<file path="src/rtl/muldiv_unit_pkg.sv">
// Shared definitions for the iterative multiply/divide unit: op and FSM
// encodings, iteration count and small op-decode helpers.
package muldiv_unit_pkg;

   typedef enum logic [1:0] {
      OP_MULT  = 2'b00,
      OP_MULTU = 2'b01,
      OP_DIV   = 2'b10,
      OP_DIVU  = 2'b11
   } op_e;

   typedef enum logic [1:0] {
      ST_IDLE = 2'b00,
      ST_RUN  = 2'b01,
      ST_FIX  = 2'b10
   } state_e;

   localparam int ITERS = 32;
   localparam int CNT_W = $clog2(ITERS);

   function automatic logic op_is_div(op_e op);
      return op[1];
   endfunction

   function automatic logic op_is_signed(op_e op);
      return !op[0];
   endfunction

endpackage

</file>
<file path="src/rtl/muldiv_unit_if.sv">
// EX-stage request bus and HI/LO result bus of the multiply/divide unit.
interface muldiv_unit_if;
   import muldiv_unit_pkg::*;

   logic        start;
   op_e         op;
   logic [31:0] busAEx;
   logic [31:0] busBEx;
   logic        mthi;
   logic        mtlo;
   logic        busy;
   logic        done;
   logic        divZero;
   logic [31:0] hi;
   logic [31:0] lo;

   modport master (
      output start, op, busAEx, busBEx, mthi, mtlo,
      input  busy, done, divZero, hi, lo
   );

   modport slave (
      input  start, op, busAEx, busBEx, mthi, mtlo,
      output busy, done, divZero, hi, lo
   );

endinterface

</file>
<file path="src/rtl/muldiv_step.sv">
// One combinational iteration: shift-add multiply or restoring shift-subtract
// divide on a 64-bit {upper, lower} accumulator.
module muldiv_step (
   input  logic        is_div,
   input  logic [63:0] acc_i,
   input  logic [31:0] opb_i,
   output logic [63:0] acc_o
);

   logic [32:0] add_sum;
   logic [32:0] rem_sh;
   logic        rem_ge;
   logic [31:0] rem_sub;

   always_comb begin
      // multiply: lower half holds the remaining multiplier bits, LSB first
      add_sum = {1'b0, acc_i[63:32]} + (acc_i[0] ? {1'b0, opb_i} : 33'd0);
      // divide: upper half is the partial remainder, lower half shifts in quotient bits
      rem_sh  = acc_i[63:31];
      rem_ge  = (rem_sh >= {1'b0, opb_i});
      rem_sub = rem_sh[31:0] - opb_i;
      if (is_div)
         acc_o = {(rem_ge ? rem_sub : rem_sh[31:0]), acc_i[30:0], rem_ge};
      else
         acc_o = {add_sum, acc_i[31:1]};
   end

endmodule

</file>
<file path="src/rtl/muldiv_unit.sv">
// Iterative MIPS-style HI/LO multiply/divide unit: 32 RUN iterations on
// operand magnitudes followed by a FIX cycle that applies the result signs.
module muldiv_unit
   import muldiv_unit_pkg::*;
(
   input  logic         clk,
   input  logic         reset,
   muldiv_unit_if.slave bus
);

   localparam logic [CNT_W-1:0] CNT_LAST = CNT_W'(ITERS - 1);

   state_e             state_q, state_d;
   logic [CNT_W-1:0]   count_q, count_d;
   op_e                op_q, op_d;
   logic               sign_a_q, sign_a_d;
   logic               sign_b_q, sign_b_d;
   logic [63:0]        acc_q, acc_d;
   logic [31:0]        opb_q, opb_d;
   logic [31:0]        hi_q, hi_d;
   logic [31:0]        lo_q, lo_d;
   logic               done_q, done_d;
   logic               div_zero_q, div_zero_d;

   logic               in_sign_a, in_sign_b;
   logic [31:0]        mag_a, mag_b;
   logic [63:0]        step_acc;
   logic [63:0]        mul_prod;
   logic [31:0]        quot, rem;

   muldiv_step u_step (
      .is_div (op_is_div(op_q)),
      .acc_i  (acc_q),
      .opb_i  (opb_q),
      .acc_o  (step_acc)
   );

   always_comb begin
      in_sign_a  = op_is_signed(bus.op) & bus.busAEx[31];
      in_sign_b  = op_is_signed(bus.op) & bus.busBEx[31];
      mag_a      = in_sign_a ? -bus.busAEx : bus.busAEx;
      mag_b      = in_sign_b ? -bus.busBEx : bus.busBEx;
      // unsigned ops carry zero signs, so these are identity for them
      mul_prod   = (sign_a_q ^ sign_b_q) ? -acc_q : acc_q;
      quot       = (sign_a_q ^ sign_b_q) ? -acc_q[31:0] : acc_q[31:0];
      rem        = sign_a_q ? -acc_q[63:32] : acc_q[63:32];

      state_d    = state_q;
      count_d    = count_q;
      op_d       = op_q;
      sign_a_d   = sign_a_q;
      sign_b_d   = sign_b_q;
      acc_d      = acc_q;
      opb_d      = opb_q;
      hi_d       = hi_q;
      lo_d       = lo_q;
      done_d     = 1'b0;
      div_zero_d = div_zero_q;

      case (state_q)
         ST_IDLE: begin
            if (bus.start) begin
               if (op_is_div(bus.op) && (bus.busBEx == 32'd0)) begin
                  div_zero_d = 1'b1;
                  done_d     = 1'b1;
               end else begin
                  div_zero_d = 1'b0;
                  op_d       = bus.op;
                  sign_a_d   = in_sign_a;
                  sign_b_d   = in_sign_b;
                  acc_d      = {32'd0, mag_a};
                  opb_d      = mag_b;
                  count_d    = '0;
                  state_d    = ST_RUN;
               end
            end else begin
               if (bus.mthi) hi_d = bus.busAEx;
               if (bus.mtlo) lo_d = bus.busAEx;
            end
         end
         ST_RUN: begin
            acc_d   = step_acc;
            count_d = count_q + CNT_W'(1);
            if (count_q == CNT_LAST) state_d = ST_FIX;
         end
         ST_FIX: begin
            if (op_is_div(op_q)) begin
               hi_d = rem;
               lo_d = quot;
            end else begin
               hi_d = mul_prod[63:32];
               lo_d = mul_prod[31:0];
            end
            done_d  = 1'b1;
            state_d = ST_IDLE;
         end
         default: state_d = ST_IDLE;
      endcase
   end

   always_ff @(posedge clk) begin
      if (reset) begin
         state_q    <= ST_IDLE;
         count_q    <= '0;
         op_q       <= OP_MULT;
         sign_a_q   <= 1'b0;
         sign_b_q   <= 1'b0;
         acc_q      <= '0;
         opb_q      <= '0;
         hi_q       <= '0;
         lo_q       <= '0;
         done_q     <= 1'b0;
         div_zero_q <= 1'b0;
      end else begin
         state_q    <= state_d;
         count_q    <= count_d;
         op_q       <= op_d;
         sign_a_q   <= sign_a_d;
         sign_b_q   <= sign_b_d;
         acc_q      <= acc_d;
         opb_q      <= opb_d;
         hi_q       <= hi_d;
         lo_q       <= lo_d;
         done_q     <= done_d;
         div_zero_q <= div_zero_d;
      end
   end

   assign bus.busy    = (state_q != ST_IDLE);
   assign bus.done    = done_q;
   assign bus.divZero = div_zero_q;
   assign bus.hi      = hi_q;
   assign bus.lo      = lo_q;

endmodule

</file>
<file path="src/flat_wrapper.sv">
// flat-port wrapper written by rule: the top's interface ports become plain ports
module muldiv_unit_flat import muldiv_unit_pkg::*;
  (clk, reset, bus_start, bus_op, bus_busAEx, bus_busBEx, bus_mthi, bus_mtlo, bus_busy, bus_done, bus_divZero, bus_hi, bus_lo);
  muldiv_unit_if bus_i ();
  input  logic clk;
  input  logic reset;
  input wire logic [$bits(bus_i.start)-1:0] bus_start;
  input wire logic [$bits(bus_i.op)-1:0] bus_op;
  input wire logic [$bits(bus_i.busAEx)-1:0] bus_busAEx;
  input wire logic [$bits(bus_i.busBEx)-1:0] bus_busBEx;
  input wire logic [$bits(bus_i.mthi)-1:0] bus_mthi;
  input wire logic [$bits(bus_i.mtlo)-1:0] bus_mtlo;
  output wire logic [$bits(bus_i.busy)-1:0] bus_busy;
  output wire logic [$bits(bus_i.done)-1:0] bus_done;
  output wire logic [$bits(bus_i.divZero)-1:0] bus_divZero;
  output wire logic [$bits(bus_i.hi)-1:0] bus_hi;
  output wire logic [$bits(bus_i.lo)-1:0] bus_lo;
  assign bus_i.start = bus_start;
  assign bus_i.op = bus_op;
  assign bus_i.busAEx = bus_busAEx;
  assign bus_i.busBEx = bus_busBEx;
  assign bus_i.mthi = bus_mthi;
  assign bus_i.mtlo = bus_mtlo;
  assign bus_busy = bus_i.busy;
  assign bus_done = bus_i.done;
  assign bus_divZero = bus_i.divZero;
  assign bus_hi = bus_i.hi;
  assign bus_lo = bus_i.lo;
  muldiv_unit u_core (.clk(clk), .reset(reset), .bus(bus_i));
endmodule
</file>
<file path="config.mk">
export PLATFORM = sky130hd
export DESIGN_NAME = muldiv_unit_flat
export DESIGN_NICKNAME = d
export VERILOG_FILES = /design/src/rtl/muldiv_unit_pkg.sv /design/src/rtl/muldiv_unit_if.sv /design/src/rtl/muldiv_step.sv /design/src/rtl/muldiv_unit.sv /design/src/flat_wrapper.sv
export SDC_FILE = /design/constraint.sdc
export NUM_CORES = 1
export LEC_CHECK = 0
export CORE_MARGIN = 2
export CORE_UTILIZATION = 45
export CTS_CLUSTER_DIAMETER = 40
export CTS_CLUSTER_SIZE = 12
export DETAILED_ROUTE_END_ITERATION = 16
export PLACE_DENSITY = 0.74
export SKIP_LAST_GASP = 1
export SLEW_MARGIN = 40
export SYNTH_ARGS = -nofsm -noshare
export SYNTH_HDL_FRONTEND = slang
export SYNTH_HIERARCHICAL = 1
export SYNTH_SLANG_ARGS = --single-unit
</file>
<file path="constraint.sdc">
create_clock -name clk -period 8.1 [get_ports clk]
set_clock_uncertainty 0.15 [all_clocks]
set_input_delay 1.215 -clock clk [delete_from_list [all_inputs] [get_ports clk]]
set_output_delay 1.215 -clock clk [all_outputs]
set_load 0.03 [all_outputs]
</file>
==> impl_metrics.yaml <==
outcome:
  outcome: "complete, no violations"
sta:
  setup_viol: 0
  finalHoldViolCount: 0
  grt_setup_unrepaired: "false"
  max_freq_ghz: 0.2259
  timing.final.crit_share_pct: 54.65
  maxSlewHeadroom_pct: 42.43
  maxSlewViolCount: 0
  timing_worst_slew_pin_value_ns: 0.8570
  layout_min_cycle_time_ns: 4.426
  fin_tns_setup_ns: 0
floorplan:
  floorplan.die.height_um: 185.0
  initial_core_util_pct: 45.53
  floorplan.io_pins: 138
  fp-row-count: 66
  floorplan.die.width_um: 185.0
  die_area_um2: 34220
  core-area_um2: 32370
finish:
  insertedDiodeCount: 0
  drive_gt1_share_pct: 6.366
  number_of_nets_in_the_layout: 2125
  area_growth_syn_to_fin_pct: 14.80
  instances_no_fill: 2437
  fin_util_pct: 52.27
setup_path:
  rr_worst_depth: 12
  critical_path.startpoint: "u_core/acc_q[45]"
  critPathKind: "reg2reg"
  setup.worst_path.end_class: "register"
  cp-start-kind: "register"
  critical_path_arrival_ns: 4.57
  worst_r2r_startpoint: "u_core/acc_q[45]"
  crit_path_max_fanout: 29
  critPathRequiredTime_ns: 8.25
global_routing:
  grt.total_usage_pct: 30.91
  global_route_wire_length_before_repair_um: 83100
  first_global_vias: 14860
  overflow: 0
  grt_start_max_net_pins: 91
  initial_antenna_violation_count: 0
yosys:
  synth.distinct_cells: 87
  ys_seq_elements: 172
  synth.avg_cell_area_um2: 7.594
  dominantRegCellSynth: "dfxtp_1"
  synth_edf_count: 0
  synth_fp_nets: 2084
  async_flop_share_pct: 0
  seq_area_frac_synth_pct: 23.36
  mapped_cell_area_um2: 14740
  synth.yosys.warnings: 6
  synthesis.instances: 1941
detailed_routing:
  routed_wirelength_um: 53700
  postRouteAntennaNets: 0
  wl_per_cell_um: 22.03
  detailedRoute.firstIterationViolations: 2061
  vias_per_instance: 6.501
  remaining_drc_errors: 0
  dr.pass1.iters: 6
  route.vias.total: 15840
min_path:
  worstHoldStart: "u_core/bus.lo[1]"
  min-delay-path-class: "reg2reg"
  hold_path_depth: 2
pwr:
  peakVddDrop_mv: 0.1415
  power.density_nw_per_um2: 158.9
  p_leak_uw: 0.006632
  power.total_uw: 2688
placed_design:
  port_buffers: 137
  placedCellCount: 2405
  dp_hpwl_um: 39020
  globalplace.congestion: 0.9473
flow_run:
  maxCapViolCount: 0
clock_network:
  tritoncts_num_sinks: 172
  cts-hold-fix-buffers: 0
  post-cts-setup-buffers: 0
  cts-resized-gates: 0
  clkSlewWorstSetupHoldPaths_ns: 0.08
  cts_tree: "done"
  cts_inserted_buffers: 17
  clk_latency_ns: 0.44
  htree_levels: 4
  clock_tree.root_cell: "clkbuf_16"
  clock_path_buffers: 2
cell families after synthesis:
family | share of synthesized area [%]
AOI/OAI and AO/OA | 29.30
xor gates and xnor gates | 9.270
adders and majority gates | 6.214
buffers and inverters | 5.645
DFF | 23.36
muxes | 4.482
and+or+nand+nor | 21.72
flip-flops by register name, indices dropped and copies added (netlist names):
name / flops
u_core/bus.hi: 32
u_core/bus.lo: 32
u_core/count_q: 5
u_core/sign_b_q: 1
u_core/bus.divZero: 1
u_core/state_q: 2
u_core/op_q: 1
u_core/acc_q: 64
u_core/opb_q: 32
u_core/bus.done: 1
u_core/sign_a_q: 1
stage by stage:
stage | worst slack, ns | hold slack (ns) | instance area (µm²)
2_1_floorplan | 4.639 | 0.2984 | 14740
3_3_place_gp | 2.908 | 0.3122 | 16280
3_5_place_dp | 3.473 | 0.3218 | 16340
4_1_cts | 3.716 | 0.3522 | 16910
5_1_grt | 3.491 | 0.3727 | 16920
6_report | 3.674 | 0.3481 | 16920
cell usage after synthesis, types with 13 or more instances:
| master | instances | area share (%) |
|---|---|---|
| a211o_1 | 18 | 1.1 |
| nand2b_1 | 21 | 0.89 |
| nor2_1 | 223 | 5.7 |
| o31ai_1 | 20 | 1.0 |
| xnor2_1 | 89 | 5.3 |
| clkbuf_1 | 114 | 2.9 |
| mux2i_1 | 30 | 2.0 |
| a211oi_1 | 44 | 2.2 |
| and2_1 | 38 | 1.6 |
| nor4_1 | 28 | 1.2 |
| o211ai_1 | 21 | 1.1 |
| a21oi_1 | 137 | 4.7 |
| or4_1 | 13 | 0.66 |
| o22ai_1 | 34 | 1.4 |
| nand4_1 | 30 | 1.3 |
| a22oi_1 | 86 | 4.4 |
| and3_1 | 18 | 0.76 |
| dfxtp_1 | 172 | 23 |
| xor2_1 | 67 | 4.0 |
| o21ai_0 | 69 | 2.3 |
| or3_1 | 23 | 0.98 |
| inv_1 | 68 | 1.7 |
| mux2_2 | 32 | 2.4 |
| nor3_1 | 47 | 1.6 |
| ha_1 | 70 | 5.9 |
| nand2_1 | 123 | 3.1 |
| nand3_1 | 32 | 1.1 |
| buf_2 | 15 | 0.51 |
| a21o_1 | 36 | 1.8 |
| a222oi_1 | 17 | 1.2 |
| a31oi_1 | 37 | 1.6 |
cells in the final DEF, fill, tap and decap left out, drive strengths merged, types with 20 or more instances in the layout:
master,count
o22ai,34
inv,76
nand2,123
a211oi,45
nor3,48
nand4,30
ha,70
o211ai,21
o21ai,74
and2,41
nor4,31
nand2b,21
a22oi,86
dfxtp,172
clkdlybuf4s50,136
xnor2,89
a21oi,137
or3,23
buf,22
nor2,224
mux2,32
nand3,32
mux2i,30
a21o,36
xor2,67
o31ai,20
a31oi,38
final timing paths:
| path | to | slack (ns) |
|---|---|---|
| min reg2reg | u_core/bus.lo[1] | 0.35 |
| max reg2reg | u_core/acc_q[39] | 3.67 |
| min | u_core/bus.lo[1] | 0.35 |
| max | u_core/acc_q[39] | 3.67 |
power by group:
part	leakage [µW]	internal, µW	switching, µW	total [µW]
combinational	0.00494	340	526	865
sequential	0.00141	896	84.7	980
clock	0.000285	414	429	842
per-layer routing:
metal	track usage, %	part of all wire (%)	wire, µm	up-vias
li1	-	-	-	7306
met1	41.08	42	22780	7503
met2	49.80	45	24010	917
met3	5.210	9.5	5109	118
met4	12.32	3.4	1801	0
met5	0	0	0	-
layout make-up:
cell class / count / area (µm²)
fill: 3189 / 15450
multi-input combinational: 1563 / 10530
sequential: 172 / 3448
timing repair buffer: 158 / 1549
tap: 442 / 553.0
clock buffer: 18 / 429.2
inverter: 70 / 262.8
clock inverter: 14 / 146.4
worst max-delay path, stage by stage, from the launching register on:
cell and delay, ns:
dfxtp_1 0.74, ha_1 0.39, nand4_1 0.19, nor3_1 0.48, nand4_1 0.15, o21ai_1 0.18
a21oi_1 0.09, o21ai_1 0.59, or2_4 0.63, a21oi_1 0.19, mux2_2 0.30, a22oi_1 0.15
nor2_1 0.05
(Power assumes the default switching activity.)
